`src/rtl/key_event_queue.sv`:
```
// Debounced keypad event generator with optional auto-repeat, feeding a small
// FIFO that consumers drain through a valid/ready handshake.
//
// state    | meaning
// ---------+---------------------------------------------------------------
// IDLE     | no key down; waiting for the synced pressed level
// PRESS_DB | candidate press captured in cur; counting stable cycles
// HELD     | press accepted; counting towards auto-repeat events
// REL_DB   | key appears released; counting stable cycles before IDLE
module key_event_queue #(
    parameter int DEBOUNCE_CYCLES = 500000,
    parameter int REPEAT_DELAY    = 25000000,
    parameter int REPEAT_RATE     = 10000000,
    parameter int DEPTH           = 4
) (
    input  logic                       clk,
    input  logic                       rst_n,
    input  logic [4:0]                 key_i,
    input  logic                       keypad_pressed_i,
    input  logic                       repeat_en_i,
    input  logic                       flush_i,
    input  logic                       out_ready_i,
    output logic                       out_valid_o,
    output logic [4:0]                 out_key_o,
    output logic                       out_repeat_o,
    output logic [$clog2(DEPTH):0]     count_o,
    output logic                       overflow_o
);

    localparam int AW   = $clog2(DEPTH);
    localparam int CW   = AW + 1;
    localparam int DBW  = $clog2(DEBOUNCE_CYCLES + 1);
    localparam int RMAX = (REPEAT_DELAY > REPEAT_RATE) ? REPEAT_DELAY : REPEAT_RATE;
    localparam int RW   = $clog2(RMAX + 1);

    localparam logic [DBW-1:0] DB_LAST = DBW'(DEBOUNCE_CYCLES - 1);
    localparam logic [RW-1:0]  RD_LAST = RW'(REPEAT_DELAY - 1);
    localparam logic [RW-1:0]  RR_LAST = RW'(REPEAT_RATE - 1);

    typedef enum logic [1:0] {IDLE, PRESS_DB, HELD, REL_DB} state_t;

    logic [4:0]     k_s1_q, k_s;
    logic           p_s1_q, p_s;

    state_t         state_q, state_d;
    logic [4:0]     cur_q, cur_d;
    logic [DBW-1:0] cnt_q, cnt_d;
    logic [RW-1:0]  rcnt_q, rcnt_d;
    logic           first_q, first_d;
    logic           push, push_rep;

    logic [5:0]     mem_q [DEPTH];
    logic [AW-1:0]  wr_q, rd_q;
    logic [CW-1:0]  count_q;
    logic           overflow_q;
    logic           full, pop, accept, ovf_d;

    always_ff @(posedge clk or negedge rst_n) begin
        if (!rst_n) begin
            k_s1_q <= '0;
            k_s    <= '0;
            p_s1_q <= 1'b0;
            p_s    <= 1'b0;
        end else begin
            k_s1_q <= key_i;
            k_s    <= k_s1_q;
            p_s1_q <= keypad_pressed_i;
            p_s    <= p_s1_q;
        end
    end

    always_ff @(posedge clk or negedge rst_n) begin
        if (!rst_n) begin
            state_q <= IDLE;
            cur_q   <= '0;
            cnt_q   <= '0;
            rcnt_q  <= '0;
            first_q <= 1'b0;
        end else begin
            state_q <= state_d;
            cur_q   <= cur_d;
            cnt_q   <= cnt_d;
            rcnt_q  <= rcnt_d;
            first_q <= first_d;
        end
    end

    always_comb begin
        state_d  = state_q;
        cur_d    = cur_q;
        cnt_d    = cnt_q;
        rcnt_d   = rcnt_q;
        first_d  = first_q;
        push     = 1'b0;
        push_rep = 1'b0;
        case (state_q)
            IDLE: begin
                if (p_s) begin
                    cur_d   = k_s;
                    cnt_d   = '0;
                    state_d = PRESS_DB;
                end
            end
            PRESS_DB: begin
                if (!p_s || k_s != cur_q) begin
                    state_d = IDLE;
                end else if (cnt_q == DB_LAST) begin
                    push    = 1'b1;
                    rcnt_d  = '0;
                    first_d = 1'b1;
                    state_d = HELD;
                end else begin
                    cnt_d = cnt_q + 1'b1;
                end
            end
            HELD: begin
                if (!p_s || k_s != cur_q) begin
                    cnt_d   = '0;
                    state_d = REL_DB;
                end else if (!repeat_en_i) begin
                    rcnt_d = '0;
                end else if (rcnt_q == (first_q ? RD_LAST : RR_LAST)) begin
                    push     = 1'b1;
                    push_rep = 1'b1;
                    rcnt_d   = '0;
                    first_d  = 1'b0;
                end else begin
                    rcnt_d = rcnt_q + 1'b1;
                end
            end
            REL_DB: begin
                // a bounce back to the same key resumes HELD silently
                if (p_s && k_s == cur_q) begin
                    rcnt_d  = '0;
                    state_d = HELD;
                end else if (p_s) begin
                    state_d = IDLE;
                end else if (cnt_q == DB_LAST) begin
                    state_d = IDLE;
                end else begin
                    cnt_d = cnt_q + 1'b1;
                end
            end
            default: state_d = IDLE;
        endcase
    end

    always_comb begin
        full   = (count_q == CW'(DEPTH));
        pop    = out_valid_o && out_ready_i;
        accept = push && (!full || pop);
        ovf_d  = push && full && !pop && !flush_i;
    end

    always_ff @(posedge clk or negedge rst_n) begin
        if (!rst_n) begin
            for (int i = 0; i < DEPTH; i++) mem_q[i] <= '0;
            wr_q       <= '0;
            rd_q       <= '0;
            count_q    <= '0;
            overflow_q <= 1'b0;
        end else begin
            overflow_q <= ovf_d;
            if (flush_i) begin
                wr_q    <= '0;
                rd_q    <= '0;
                count_q <= '0;
            end else begin
                if (accept) begin
                    mem_q[wr_q] <= {cur_q, push_rep};
                    wr_q        <= wr_q + 1'b1;
                end
                if (pop) rd_q <= rd_q + 1'b1;
                case ({accept, pop})
                    2'b10:   count_q <= count_q + 1'b1;
                    2'b01:   count_q <= count_q - 1'b1;
                    default: count_q <= count_q;
                endcase
            end
        end
    end

    assign out_valid_o  = (count_q != '0);
    assign out_key_o    = out_valid_o ? mem_q[rd_q][5:1] : 5'd0;
    assign out_repeat_o = out_valid_o ? mem_q[rd_q][0] : 1'b0;
    assign count_o      = count_q;
    assign overflow_o   = overflow_q;

endmodule

```
`config.mk`:
```
export PLATFORM = sky130hd
export DESIGN_NAME = key_event_queue
export DESIGN_NICKNAME = d
export VERILOG_FILES = /design/src/rtl/key_event_queue.sv
export SDC_FILE = /design/constraint.sdc
export NUM_CORES = 1
export LEC_CHECK = 0
export ABC_AREA = 1
export CORE_UTILIZATION = 32
export CTS_CLUSTER_SIZE = 10
export DETAILED_ROUTE_END_ITERATION = 6
export RECOVER_POWER = 50
export SLEW_MARGIN = 20
export SYNTH_ARGS = -nofsm -noshare
export SYNTH_HDL_FRONTEND = slang
export SYNTH_SLANG_ARGS = --single-unit
```
`constraint.sdc`:
```
create_clock -name clk -period 3.1 [get_ports clk]
set_input_delay 0.93 -clock clk [delete_from_list [all_inputs] [get_ports clk]]
set_output_delay 0.93 -clock clk [all_outputs]
set_load 0.02 [all_outputs]
```
Word level (Yosys, flattened, before mapping)
Index checks and enable logic that the tools add are counted.

word-level totals
  output and inout bits = 11
  bits in registers = 96
  input port bits = 11
  logic and storage cells = 127

cells by class
  reductions and logical operators = 26
  magnitude comparators = 3
  add/sub/neg operators = 6
  mux-type cells = 50
  bitwise gates (word level) = 3
  equal/unequal tests = 22

operators with widths
  cell                     number
  $mux W25                 7
  $mux W19                 6
  $pmux W19 S4             1
  $pmux W25 S3             1
  $add A25 B1 Y25 const B  1
  $eq A25 B25 Y1           1
  $bwmux W24               1
  $mux W2                  11
  $ne A2 B2 Y1 const B     10
  $add A19 B1 Y19 const B  1
  $eq A19 B19 Y1 const B   1
  $mux W6                  3
  $bmux W6 S2              1
  $demux W6 S2             1
  $mux W1                  12
  $reduce_and A5 Y1        2
  $reduce_bool A3 Y1       3
  $pmux W2 S4              1
  $logic_and A1 B1 Y1      7
  $eq A2 B2 Y1 const B     3
  $ge A3 B3 Y1 const B     2
  $not A2 Y3               2
  $pmux W3 S2              1
  $reduce_and A6 Y1        1
  other kinds (20)         30

Longest topological paths before layout
Gate-level depths: netlist of run 1.

  depth in word-level cells = 10
  gate-level depth with buffers = 18
  depth with buffers taken out = 17

Least setup slack after synthesis of run 1
No wires, ideal clock.

  path kind = register -> register
  start = register cnt_q[0]
  end = register count_q[2], in the netlist count_o[2]
  path buffers = 0
  clock period less this slack = 2.304 ns
  arrival = 2.186 ns
  stages on the path, launching flop included = 16
  slack = 0.796 ns
  library setup time = 0.118 ns
  required time = 2.982 ns
  cell sequence = dfrtp_1 -> ha_1 -> inv_1 -> nor3_4 -> nand3_1 -> nor2_1 -> nand3_2 -> nand2_2 -> nand2_4 -> nand2_1 -> inv_1 -> fa_1 -> inv_1 -> nand3_1 -> nand3_1 -> nand2_1

on the way
  longest elaborated chain between the ends = 8
  elaborated cells on any way between the ends = 10
  classes of those cells = eq/ne: 3; mux: 5; reduce/logical: 2

RTL lines
  what                                                 RTL line  RTL
  start, declared                                      47        logic [DBW-1:0] cnt_q, cnt_d;
  start signal, assigned                               82        cnt_q <= cnt_d;
  $eq A19 B19 Y1 *                                     107       end else if (cnt_q == DB_LAST) begin
  $mux W1 *                                            107
  $mux W1 *                                            105       if (!p_s || k_s != cur_q) begin
  $pmux W1 S2 *                                        96        case (state_q)
  $logic_and A1 B1 Y1 *                                151       accept = push && (!full || pop);
  $eq A2 B1 Y1 / $eq A2 B2 Y1 (equally long branches)  174       case ({accept, pop})
  $pmux W3 S2                                          174
  $mux W3                                              164       if (flush_i) begin
  end signal, assigned                                 175       2'b10: count_q <= count_q + 1'b1;
  end signal, assigned                                 176       2'b01: count_q <= count_q - 1'b1;
  end signal, assigned                                 177       default: count_q <= count_q;
  end, declared                                        54        logic [CW-1:0] count_q;

Every way passes the cells marked *; elsewhere a longest branch is shown, timed or not.
A chain may end at the register's enable or synchronous reset.

Worst setup path after layout of run 1
  start = register rd_q[1]
  end = output out_key_o[0]

on the way
  longest elaborated chain between the ends = 5

RTL lines
  what                              RTL line  RTL
  start, declared                   53        logic [AW-1:0] wr_q, rd_q;
  start signal, assigned            173       if (pop) rd_q <= rd_q + 1'b1;
  $not A2 Y3 (implied by the code)  184       assign out_key_o = out_valid_o ? mem_q[rd_q][5:1] : 5'd0;
  $bmux W6 S2                       184
  $mux W6 (2 in series)             --
  $mux W5                           184
  end, declared                     24        output logic [4:0] out_key_o,

No other way between the ends. The select of a mux whose other input is x is not followed.

==> flow_summary.json, run 1 <==
{
  "critPathCaptureType": "primary output",
  "hpwl_mm": 9.18,
  "final_nets": 774,
  "grt_overflow_total": 0,
  "required_ns": 2.17,
  "hold_path_class": "flip-flop to flip-flop",
  "fillers": 1786,
  "syn_avg_cell_area_um2": 7.73,
  "cts_hold_buf": 0,
  "drc": 0,
  "worstSetupPathType": "flip-flop to primary output",
  "worstSetupStartpointType": "flip-flop",
  "slew_viol_final": 29,
  "syn_inst": 723,
  "wl_per_cell_um": 12.6,
  "finalSetupTns_ns": 0,
  "synth_fp_nets": 746,
  "yosys_most_used_dff": "dfrtp_1",
  "leakage_nw": 2.89,
  "grt_pass1_vias": 4457,
  "cts_tree": "yes",
  "n_antenna_cell": 0,
  "first_pass_iters": 5,
  "cts_inserted_buffers": 9,
  "multi_input_area_um2": 2670,
  "ant_nets": 0,
  "drive_above_1_share_pct": 7.54,
  "start_util_pct": 33.2,
  "violations": "max-capacitance violations, max-slew violations",
  "clkLatencyLatePin_ns": 0.35,
  "cp_max_fo": 7,
  "yosysWarningCount": 0,
  "cts_max_level": 3,
  "rsz0062_at_grt": "false",
  "yosysUniqueCellTypes": 45,
  "ioPinCount": 22,
  "vdd_drop_max_uv": 258,
  "clockBufferDepth": 2,
  "hold_ws_ns": 0.347,
  "grt_pass1_wl_mm": 21.2,
  "vias_per_cell": 4.84,
  "synth-seq-cells": 96,
  "core_um2": 16800,
  "powerDensity_nw_per_um2": 533,
  "vias": 4719,
  "die_h_um": 134,
  "postCtsSetupBuffers": 0,
  "syn_to_final_growth_pct": 13.1,
  "synthesis.area_um2": 5590,
  "grt_max_degree": 69,
  "fp.dieArea_um2": 18000,
  "drv_cap": 1,
  "grt_usage_pct": 14.8,
  "finClkSkew_ns": 0.00892,
  "numClockSinks": 96,
  "regArea_um2": 2400,
  "hold_viol_final": 0,
  "post-route-min-period_ns": 2.90,
  "synthArstFlopShare_pct": 100,
  "status": "finished, violations left",
  "seq_area_frac_synth_pct": 43.0,
  "antenna_found_initial": 0,
  "dieWidth_um": 134,
  "worst_pin_slew_ns": 1.66,
  "arrival_ns": 1.97,
  "cts_resized": 0,
  "clock.fmax_ghz": 0.344,
  "num_rows": 47,
  "clock-root-buffer": "clkbuf_16",
  "drt_iter0_drc": 344,
  "gp_congestion": 0.875,
  "finalWirelength_mm": 12.3,
  "io_buffers": 21,
  "slew_headroom_pct": -10.7,
  "min_period_over_period_pct": 93.7,
  "synth_edf_count": 0,
  "finalSetupViolCount": 0,
  "path_clk_slew_ns": 0.07
}
==> path summary, 6_finish.rpt <==
path / startpoint / end / slack [ns] / cells past startpoint
max: rd_q[1]$_DFFE_PN0P_ / out_key_o[0] / 0.20 / 5
min: k_s1_q[0]$_DFF_PN0_ / k_s[0]$_DFF_PN0_ / 0.35 / 0
max reg2reg: cnt_q[0]$_DFFE_PN0P_ / count_o[2]$_DFFE_PN0P_ / 0.43 / 15
min reg2reg: k_s1_q[0]$_DFF_PN0_ / k_s[0]$_DFF_PN0_ / 0.35 / 0
max in group asynchronous: rst_n / rd_q[1]$_DFFE_PN0P_ / 1.02 / 1
min in group asynchronous: rst_n / mem_q[15]$_DFFE_PN0P_ / 0.99 / 1
==> worst max-delay path: stages (launching register included) <==
cell,delay (ns)
dfrtp_2,0.44
inv_1,0.15
a21oi_1,0.15
o21ai_0,0.12
a21oi_1,0.15
clkdlybuf4s50_1,0.61
==> cell usage in the layout (no fill, tap or decap), drive strengths merged, types with 3 or more instances in the layout <==
| cell type | count |
|---|---|
| nand2 | 166 |
| inv | 108 |
| nand3 | 54 |
| buf | 10 |
| a2bb2oi | 3 |
| nand4 | 16 |
| nor2 | 59 |
| nor4 | 8 |
| dlygate4sd3 | 6 |
| a21oi | 39 |
| ha | 11 |
| clkbuf | 12 |
| o21ai | 85 |
| a31oi | 4 |
| dfrtp | 96 |
| xnor2 | 3 |
| xor2 | 14 |
| nor3 | 27 |
| clkinvlp | 3 |
| o21a | 4 |
| clkdlybuf4s50 | 14 |
==> synthesized netlist by cell type (4+ instances only) <==
cell type / instances / area, um^2
a21oi_1: 39 / 195
a31oi_1: 4 / 25.0
clkbuf_1: 5 / 18.8
dfrtp_1: 96 / 2400
ha_1: 11 / 138
inv_1: 102 / 383
nand2_1: 162 / 608
nand3_1: 51 / 255
nand4_1: 16 / 100
nor2_1: 49 / 184
nor2_2: 5 / 31.3
nor3_1: 26 / 130
nor4_1: 8 / 50.1
o21a_1: 4 / 30.0
o21ai_0: 71 / 355
o21ai_1: 5 / 25.0
o21ai_2: 9 / 78.8
xor2_1: 14 / 123
==> stage by stage <==
| step | util, % | worst slack, ns | cell area, um^2 | power (mW) | cells |
|---|---|---|---|---|---|
| 3_3_place_gp | 35.9 | 0.298 | 6040 | 2.35 | 960 |
| 5_1_grt | 37.5 | 0.0414 | 6310 | 3.59 | 976 |
| 4_1_cts | 37.6 | 0.0964 | 6320 | 3.40 | 976 |
| 2_1_floorplan | - | 0.796 | 5590 | 2.04 | 723 |
| 6_report | 37.5 | 0.197 | 6310 | 3.37 | 976 |
| 3_5_place_dp | 35.9 | 0.280 | 6040 | 2.35 | 960 |
==> logic make-up after synthesis <==
group / share of synthesized area, %
and+or+nand+nor: 27.9
AOI/OAI and AO/OA: 14.3
buffers and inverters: 9.27
DFF: 43.0
xor gates and xnor gates: 2.67
adders and majority gates: 2.82
==> flip-flops by register name, indices dropped and copies added (netlist names), named ones only <==
name / cells
rd_q: 2
k_s: 5
count_o: 3
cur_q: 5
first_q: 1
rcnt_q: 25
overflow_o: 1
k_s1_q: 5
state_q: 1
p_s: 1
mem_q: 24
wr_q: 2
p_s1_q: 1
cnt_q: 19
==> power breakdown <==
part	internal (mW)	leakage [nW]	switching (mW)
combinational	0.290	1.54	0.584
sequential	1.33	1.23	0.120
clock	0.550	0.123	0.487
==> routing by layer <==
metal  up-vias  routed length [um]  global-route usage [%]
met5         -                   0                       0
met4         0                 283                    7.18
met3        16                 358                    2.34
met2        80                5410                    22.4
met1      2191                6270                    20.5
li1       2432                   -                       -
==> final cells by class <==
type,instances,area share (%)
clock buffers,11,3.69
clock inverters,5,0.634
inverters,107,6.44
multi-input cells,506,42.2
flip-flops and latches,96,38.1
well taps,220,4.36
repair buffers,31,4.62
Power figures use the tool's default switching activity.
==> run 2: changes to the inputs <==
--- a/config.mk
+++ b/config.mk
@@ -10,7 +10,6 @@
 export CTS_CLUSTER_SIZE = 10
 export DETAILED_ROUTE_END_ITERATION = 6
 export RECOVER_POWER = 50
-export SLEW_MARGIN = 20
 export SYNTH_ARGS = -nofsm -noshare
 export SYNTH_HDL_FRONTEND = slang
 export SYNTH_SLANG_ARGS = --single-unit
==> results of run 2 <==
Same layout as run 1: the final DEF is identical, and so are final timing and power.
